--- config.mk ---
export PLATFORM = sky130hd
export DESIGN_NAME = ssriscv_instr_encoder
export DESIGN_NICKNAME = d
export VERILOG_FILES = /design/src/rtl/ssriscv_instr_encoder.sv
export SDC_FILE = /design/constraint.sdc
export NUM_CORES = 1
export LEC_CHECK = 0
export CAP_MARGIN = 20
export CORE_ASPECT_RATIO = 0.7
export CORE_MARGIN = 4
export CORE_UTILIZATION = 30
export CTS_BUF_LIST = sky130_fd_sc_hd__clkbuf_8 sky130_fd_sc_hd__clkbuf_16
export CTS_CLUSTER_SIZE = 20
export DETAILED_ROUTE_END_ITERATION = 16
export SLEW_MARGIN = 40
export SYNTH_ARGS = -nofsm -noshare
export SYNTH_HDL_FRONTEND = slang
export SYNTH_SLANG_ARGS = --single-unit
--- constraint.sdc ---
create_clock -name clk -period 3.89 [get_ports clk]
set_input_delay 0.9725 -clock clk [delete_from_list [all_inputs] [get_ports clk]]
set_output_delay 0.9725 -clock clk [all_outputs]
set_load 0.03 [all_outputs]
--- src/rtl/ssriscv_instr_encoder.sv ---
// RV32I instruction encoder: turns a field tuple into a 32-bit word, buffers it in a
// 2-entry FIFO and tags each emitted word with an incrementing target address.
module ssriscv_instr_encoder #(
  parameter logic [31:0] BASE_ADDR = 32'h0000_0000,
  parameter logic [31:0] ADDR_STEP = 32'd4
) (
  input  logic        clk,
  input  logic        rst,
  input  logic        clr,
  input  logic        in_valid,
  output logic        in_ready,
  input  logic [3:0]  in_kind,
  input  logic [2:0]  in_func3,
  input  logic [4:0]  in_rs1,
  input  logic [4:0]  in_rs2,
  input  logic [4:0]  in_rd,
  input  logic [31:0] in_imm,
  input  logic        in_arith,
  output logic        out_valid,
  input  logic        out_ready,
  output logic [31:0] out_instr,
  output logic [31:0] out_addr,
  output logic        err_sticky,
  output logic [7:0]  err_count
);

  localparam int unsigned WORD_W = 32;
  localparam int unsigned CNT_W  = 2;

  localparam logic [3:0] K_ALU   = 4'd0;
  localparam logic [3:0] K_ALUI  = 4'd1;
  localparam logic [3:0] K_LOAD  = 4'd2;
  localparam logic [3:0] K_STORE = 4'd3;
  localparam logic [3:0] K_BXX   = 4'd4;
  localparam logic [3:0] K_JAL   = 4'd5;
  localparam logic [3:0] K_JALR  = 4'd6;
  localparam logic [3:0] K_LUI   = 4'd7;
  localparam logic [3:0] K_AUIPC = 4'd8;

  logic [WORD_W-1:0] enc_c;
  logic              legal_c;
  logic              push_c;
  logic              reject_c;
  logic              pop_c;

  logic [CNT_W-1:0]  count_q, count_d;
  logic [WORD_W-1:0] tail_q, tail_d;
  logic [WORD_W-1:0] head_d;
  logic [WORD_W-1:0] addr_d;
  logic              sticky_d;
  logic [7:0]        errcnt_d;

  // Field-to-word encoder, one format per instruction class
  always_comb begin
    enc_c = '0;
    unique case (in_kind)
      K_ALU:   enc_c = {1'b0, in_arith, 5'b0, in_rs2, in_rs1, in_func3, in_rd, 7'b0110011};
      K_ALUI:  begin
        if (in_func3 == 3'b001 || in_func3 == 3'b101)
          enc_c = {1'b0, in_arith, 5'b0, in_imm[4:0], in_rs1, in_func3, in_rd, 7'b0010011};
        else
          enc_c = {in_imm[11:0], in_rs1, in_func3, in_rd, 7'b0010011};
      end
      K_LOAD:  enc_c = {in_imm[11:0], in_rs1, in_func3, in_rd, 7'b0000011};
      K_STORE: enc_c = {in_imm[11:5], in_rs2, in_rs1, in_func3, in_imm[4:0], 7'b0100011};
      K_BXX:   enc_c = {in_imm[12], in_imm[10:5], in_rs2, in_rs1, in_func3, in_imm[4:1],
                        in_imm[11], 7'b1100011};
      K_JAL:   enc_c = {in_imm[20], in_imm[10:1], in_imm[11], in_imm[19:12], in_rd, 7'b1101111};
      K_JALR:  enc_c = {in_imm[11:0], in_rs1, 3'b000, in_rd, 7'b1100111};
      K_LUI:   enc_c = {in_imm[31:12], in_rd, 7'b0110111};
      K_AUIPC: enc_c = {in_imm[31:12], in_rd, 7'b0010111};
      default: enc_c = '0;
    endcase
  end

  // Odd branch/jump offsets are unencodable and are consumed without being stored
  assign legal_c  = (in_kind <= K_AUIPC) &&
                    !(((in_kind == K_BXX) || (in_kind == K_JAL)) && in_imm[0]);
  assign push_c   = in_valid && in_ready && legal_c;
  assign reject_c = in_valid && in_ready && !legal_c;
  assign pop_c    = out_valid && out_ready;

  // Next-state: head word lives in out_instr, second word in tail_q
  always_comb begin
    count_d  = count_q;
    head_d   = out_instr;
    tail_d   = tail_q;
    addr_d   = out_addr;
    sticky_d = err_sticky;
    errcnt_d = err_count;
    if (clr) begin
      count_d  = '0;
      head_d   = '0;
      addr_d   = BASE_ADDR;
      sticky_d = 1'b0;
      errcnt_d = '0;
    end else begin
      if (pop_c) addr_d = out_addr + ADDR_STEP;
      if (reject_c) begin
        sticky_d = 1'b1;
        if (err_count != 8'hFF) errcnt_d = err_count + 8'd1;
      end
      unique case (count_q)
        2'd0: begin
          if (push_c) begin
            head_d  = enc_c;
            count_d = 2'd1;
          end
        end
        2'd1: begin
          if (push_c && pop_c) begin
            head_d = enc_c;
          end else if (push_c) begin
            tail_d  = enc_c;
            count_d = 2'd2;
          end else if (pop_c) begin
            count_d = 2'd0;
          end
        end
        default: begin
          if (pop_c) begin
            head_d  = tail_q;
            count_d = 2'd1;
          end
        end
      endcase
    end
  end

  // State and registered outputs; in_ready stays low until the first edge out of reset
  always_ff @(posedge clk or posedge rst) begin
    if (rst) begin
      count_q    <= '0;
      tail_q     <= '0;
      out_instr  <= '0;
      out_addr   <= BASE_ADDR;
      out_valid  <= 1'b0;
      in_ready   <= 1'b0;
      err_sticky <= 1'b0;
      err_count  <= '0;
    end else begin
      count_q    <= count_d;
      tail_q     <= tail_d;
      out_instr  <= head_d;
      out_addr   <= addr_d;
      out_valid  <= (count_d != 2'd0);
      in_ready   <= (count_d != 2'd2);
      err_sticky <= sticky_d;
      err_count  <= errcnt_d;
    end
  end

endmodule

Word level (Yosys, flattened, before mapping) --
Cells that the tools add are included.
Word-level totals: logic and storage cells 70, register bits after elaboration 109, input bits 60, output and inout bits 75
Operators by class: reductions and logical operators 21, bitwise logic cells 2, order comparisons 1, multiplexer cells 21, $add $sub $neg 2, equal/unequal tests 15
Operators with widths (number):
- 32-bit case mux with 9 select lines | 1
- 32-bit 2-to-1 mux | 7
- 32-bit case mux with 2 select lines | 1
- 32-bit by 3-bit adder with 32-bit output, second input constant | 1
- 8-bit 2-to-1 mux | 3
- 4-bit by 3-bit equality test with 1-bit output, second input constant | 4
- 2-bit 2-to-1 mux | 6
- 8-bit by 1-bit adder with 8-bit output, second input constant | 1
- 4-bit by 2-bit equality test with 1-bit output, second input constant | 2
- 8-bit != test, second input constant | 1
- 2-bit nonzero test | 4
- 1-bit logical AND | 7
- 3-bit != test, second input constant | 2
- 4-bit by 1-bit equality test with 1-bit output, second input constant | 1
- 4-bit equality test, second input constant | 1
- 4-bit <= comparator, second input constant | 1
- 4-bit zero test | 1
- 2-bit case mux with 2 select lines | 1
- 4-bit AND reduction | 1
- 4-bit nonzero test | 1
- 3-bit by 1-bit equality test with 1-bit output, second input constant | 1
- 3-bit equality test, second input constant | 1
- 3-bit AND reduction | 1
- 2-bit by 1-bit equality test with 1-bit output, second input constant | 1
- 7 further kinds | 11

Depth between registers and ports, before layout --
word-level depth 11, depth in mapped cells 7, mapped depth without buffers 6

Least setup slack after synthesis --
Ideal clock, no wire load.
path kind input to register, from input in_kind[2], to register out_instr[26], buffers on the path 2, required time 3.768 ns, slack 1.495 ns, setup time 0.122 ns, arrival time 2.273 ns, cell stages on the path 7, cells stage by stage buf_2 nand3b_1 o32a_4 a21oi_2 buf_4 nor2_1 a2111oi_1
On the way: word-level cells in the longest chain between the ends 9, elaborated cells on any way between the ends 24, those cells by class order compare (1); eq/ne (10); mux (5); reduce/logical (8)
RTL lines:
- from (decl) | RTL line 12 | input logic [3:0] in_kind,
- 4-bit by 3-bit equality test with 1-bit output | RTL line 56, 78
- 1-bit logical OR | RTL line 78 | !(((in_kind == K_BXX) || (in_kind == K_JAL)) && in_imm[0]);
- 1-bit logical AND | RTL line 78
- 1-bit zero test | RTL line 78
- 1-bit logical AND | RTL line 77 | assign legal_c = (in_kind <= K_AUIPC) &&
- 1-bit logical AND | RTL line 79 | assign push_c = in_valid && in_ready && legal_c;
- 1-bit logical AND | RTL line 111 | if (push_c && pop_c) begin
- 3-bit != test (no source line)
- 3-bit AND reduction (no source line)
- to (signal assigned) | RTL line 135 | out_instr <= '0;
- to (signal assigned) | RTL line 144 | out_instr <= head_d;
- to (decl) | RTL line 21 | output logic [31:0] out_instr,
Parallel ways exist; a longest one is shown, timed or not. The select of a mux whose other input is x is not followed. A chain may end at the register's enable or synchronous reset.

Worst setup path in the final report --
from input in_kind[1], to register out_instr[15]
The elaborated chain is that of the path after synthesis.

==> reports/summary.txt <==
CLOCK TREE
----------------------------------------------------------------------------------------------------
Post-CTS Hold Fix Bufs                                                                             0
TritonCTS clock tree                                                                            done
Number of buffers on the longest clock path                                                        2
Post-cts gate resize count                                                                         0
Number of H-tree levels                                                                            3
Post-CTS Setup Inserts                                                                             0
# clock sinks                                                                                    105
Clock-pin slew reported for the worst setup and hold paths after clock tree synthesis        0.07 ns
Cell at the root of the clock tree                                                         clkbuf_16
Clock latency on the worst-skew pair                                                         0.35 ns
TritonCTS Buffers                                                                                  9

LOGIC SYNTHESIS
----------------------------------------------------------------------------------------------------
Top post-synthesis cells by area                                                        dfrtp_1 (47%), nor2_1 (5.7%), a21oi_1 (4.6%)
Number of library cell types mapped by synthesis                                                  62
Number of synthesized register bits                                                              105
Most common library cells after synthesis                                               dfrtp_1 (105), nor2_1 (85), a21oi_1 (52)
Cell with the most instances after synthesis                                                 dfrtp_1
Area fraction in and, or, nand and nor cells after synthesis                                   0.187
Synthesized area divided by synthesized cell count                                          9.29 µm²
Post-synthesis share of cell area spent on xor and xnor gates                                 0.0563
Yosys synthesis warning count                                                                      0
Synthesized instance count                                                                       603
Cell area after synthesis                                                                   5600 µm²
Fraction of the mapped netlist area in compound gates                                          0.208
EDFF count, synth                                                                                  0
Post-synthesis cell type with the largest combined area                                      dfrtp_1
Sequential area share after synthesis                                                          0.469
Post-synthesis async set-or-reset flop share                                                    1.00
Adder-cell share of the synthesized area                                                     0.00447
Synth top area share                                                                           0.469
Dominant combinational cell family by area after synthesis                              compound AO/OA/AOI/OAI gates
Post-synth top flop                                                                          dfrtp_1
Portion of netlist area occupied by mux cells                                                 0.0248

DIE
----------------------------------------------------------------------------------------------------
Total number of placement rows                                                                    41
CORE AREA                                                                                  18200 µm²
Starting density of the core                                                                   0.308
Die area                                                                                   21000 µm²
Die Y-Extent                                                                                  122 µm
Die width                                                                                     171 µm
Count of pins on the block boundary                                                              135

ROUTING
----------------------------------------------------------------------------------------------------
Final wirelength                                                                            16700 µm
Total via count after detailed routing                                                          5040
Post-DR vias/cell                                                                               5.22
Detail-routed net length per standard cell                                                   17.3 µm
Drt first pass iters                                                                               5
Iteration-0 DRC Markers                                                                          510
Antenna-violating nets left                                                                        0
DRC violations left                                                                                0

TIMING
----------------------------------------------------------------------------------------------------
Period Utilization, post-route                                                                 0.767
Post-route worst setup slack                                                                0.905 ns
Setup skew after layout                                                                    0.0105 ns
Number of pins with negative max-slew slack in the final report                                    0
Worst slew margin relative to its limit                                                        0.486
Count of final hold-check violations                                                               0
Slew at the pin closest to its max-slew limit                                               0.766 ns
Setup total negative slack                                                                      0 ns
Min Clock Period, post-route                                                                 2.99 ns
Setup repair after global routing missed its margin                                            false
Max Clk Rate                                                                                 335 MHz
Final Hold Slack                                                                            0.458 ns
Setup-violating endpoint count in the final report                                                 0

GRT
----------------------------------------------------------------------------------------------------
First-pass GRT wire length                                                                  26500 µm
GRT Residual Overflow                                                                              0
Number of antenna violations at the first check in global routing                                  0
Vias in the first global route                                                                  4676
Global-route usage over all layers                                                             0.159
Maximum number of pins on one net before global-route repair                                      74

SETUP PATH
----------------------------------------------------------------------------------------------------
Required time at the endpoint of the critical path                                           4.16 ns
Crit Path Max Fanout                                                                              14
Launching element type of the critical path                                             primary input
Arr. time, crit path                                                                         3.26 ns
Sort of element at the end of the critical path                                             register
Crit Path Class                                                                         primary input to register

FINAL LAYOUT
----------------------------------------------------------------------------------------------------
Fill count                                                                                      1845
Layout Area Growth over Synthesis                                                              33.8%
Total inserted antenna cells                                                                       0
Share of the core filled with cells in the final layout                                        0.413
Number of nets at the end of the flow                                                            787
Design area                                                                                 7500 µm²
Layout cell share with drive strength beyond 1                                                0.0836

PLACEMENT
----------------------------------------------------------------------------------------------------
RePlAce Congestion                                                                             0.876
Estimated wirelength of the detail-placed design                                            12000 µm
Placement-stage cell area                                                                   7180 µm²
Total of buffers placed on input and output ports                                                132
Pre-CTS setup slack                                                                         0.527 ns

POWER AND IR DROP
----------------------------------------------------------------------------------------------------
Reported leakage power                                                                       2.99 nW
P per Cell Area                                                                           410 nW/µm²
Max VDD drop                                                                                0.233 mV

OUTCOME
----------------------------------------------------------------------------------------------------
Outcome                                                                                 finished, final reports clean

MIN PATH
----------------------------------------------------------------------------------------------------
Worst hold-check path type                                                              register to register

RUN
----------------------------------------------------------------------------------------------------
MaxCap Viol Count                                                                                  0

[state kept, by name, summed over array words and instances (netlist names)]
name,count
out_instr,31
tail_q,31
out_addr,30
err_count,8
count_q,2
err_sticky,1
out_valid,1
in_ready,1
[stage by stage]
stage	power [mW]	instances
after floorplan	1.90	604
after global placement	2.19	949
after detailed placement	2.19	949
after CTS	3.11	965
after global routing	3.27	966
final	3.07	966
[area by class of cell]
cell class                 count  area (µm²)  area share
clock inverter                 7        68.8     0.00918
tap                          236         295      0.0394
clock buffer                   9         225      0.0300
inverter                      22        85.1      0.0113
timing repair buffer         152        1490       0.199
sequential                   105        2630       0.350
multi-input combinational    435        2700       0.361
[path summary, 6_finish.rpt]
kind / startpoint / endpoint / slack (ns) / depth (start not counted)
worst max-delay path: in_kind[1] / out_instr[15]$_DFFE_PP0P_ / 0.90 / 8
worst max register to register: count_q[1]$_DFF_PP0_ / out_instr[29]$_DFFE_PP0P_ / 1.24 / 5
worst min-delay path: tail_q[1]$_DFFE_PP0P_ / tail_q[1]$_DFFE_PP0P_ / 0.46 / 1
max in group asynchronous: rst / tail_q[30]$_DFFE_PP0P_ / 2.08 / 3
min in group asynchronous: rst / out_addr[21]$_DFFE_PP0P_ / 1.09 / 2
worst min register to register: tail_q[1]$_DFFE_PP0P_ / tail_q[1]$_DFFE_PP0P_ / 0.46 / 1
[placed cells by master (no fill, tap or decap), types with 13 or more instances in the layout]
cell	count
o211ai_1	15
buf_4	18
xor2_1	23
a21oi_1	52
xnor2_1	13
nand2_1	47
clkdlybuf4s50_1	131
nand4_1	13
inv_1	20
nand3_1	24
nor2_1	85
a221oi_1	13
dfrtp_1	105
[critical path, stage by stage]
cell	delay, ns
clkdlybuf4s50_1	0.66
buf_4	0.31
nor4b_2	0.26
buf_4	0.20
a21o_1	0.29
a221oi_1	0.18
a211o_1	0.25
a21oi_1	0.13
[power by group]
group | total (mW) | switching (mW) | internal (mW)
logic | 0.762 | 0.425 | 0.337
registers | 1.41 | 0.121 | 1.29
clock network | 0.897 | 0.443 | 0.454
[layer usage]
| metal | routed length (µm) | track usage |
|---|---|---|
| met5 | 0 | 0 |
| met1 | 8460 | 0.252 |
| met4 | 119 | 0.0272 |
| met2 | 7120 | 0.221 |
| met3 | 1010 | 0.0377 |
[kinds of logic (layout without fill, tap and decap cells)]
| kind of cell | after synthesis | after routing |
|---|---|---|
| AND/OR/NAND/NOR | 219 | 219 |
| AO/OA/AOI/OAI | 163 | 163 |
| flip-flops | 105 | 105 |
| buffers and inverters | 64 | 190 |
| XOR/XNOR | 36 | 36 |
| multiplexers | 13 | 13 |
| adder cells (fa/ha/maj) | 2 | 2 |
| other | 1 | 2 |
Power figures use the tool's default switching activity.
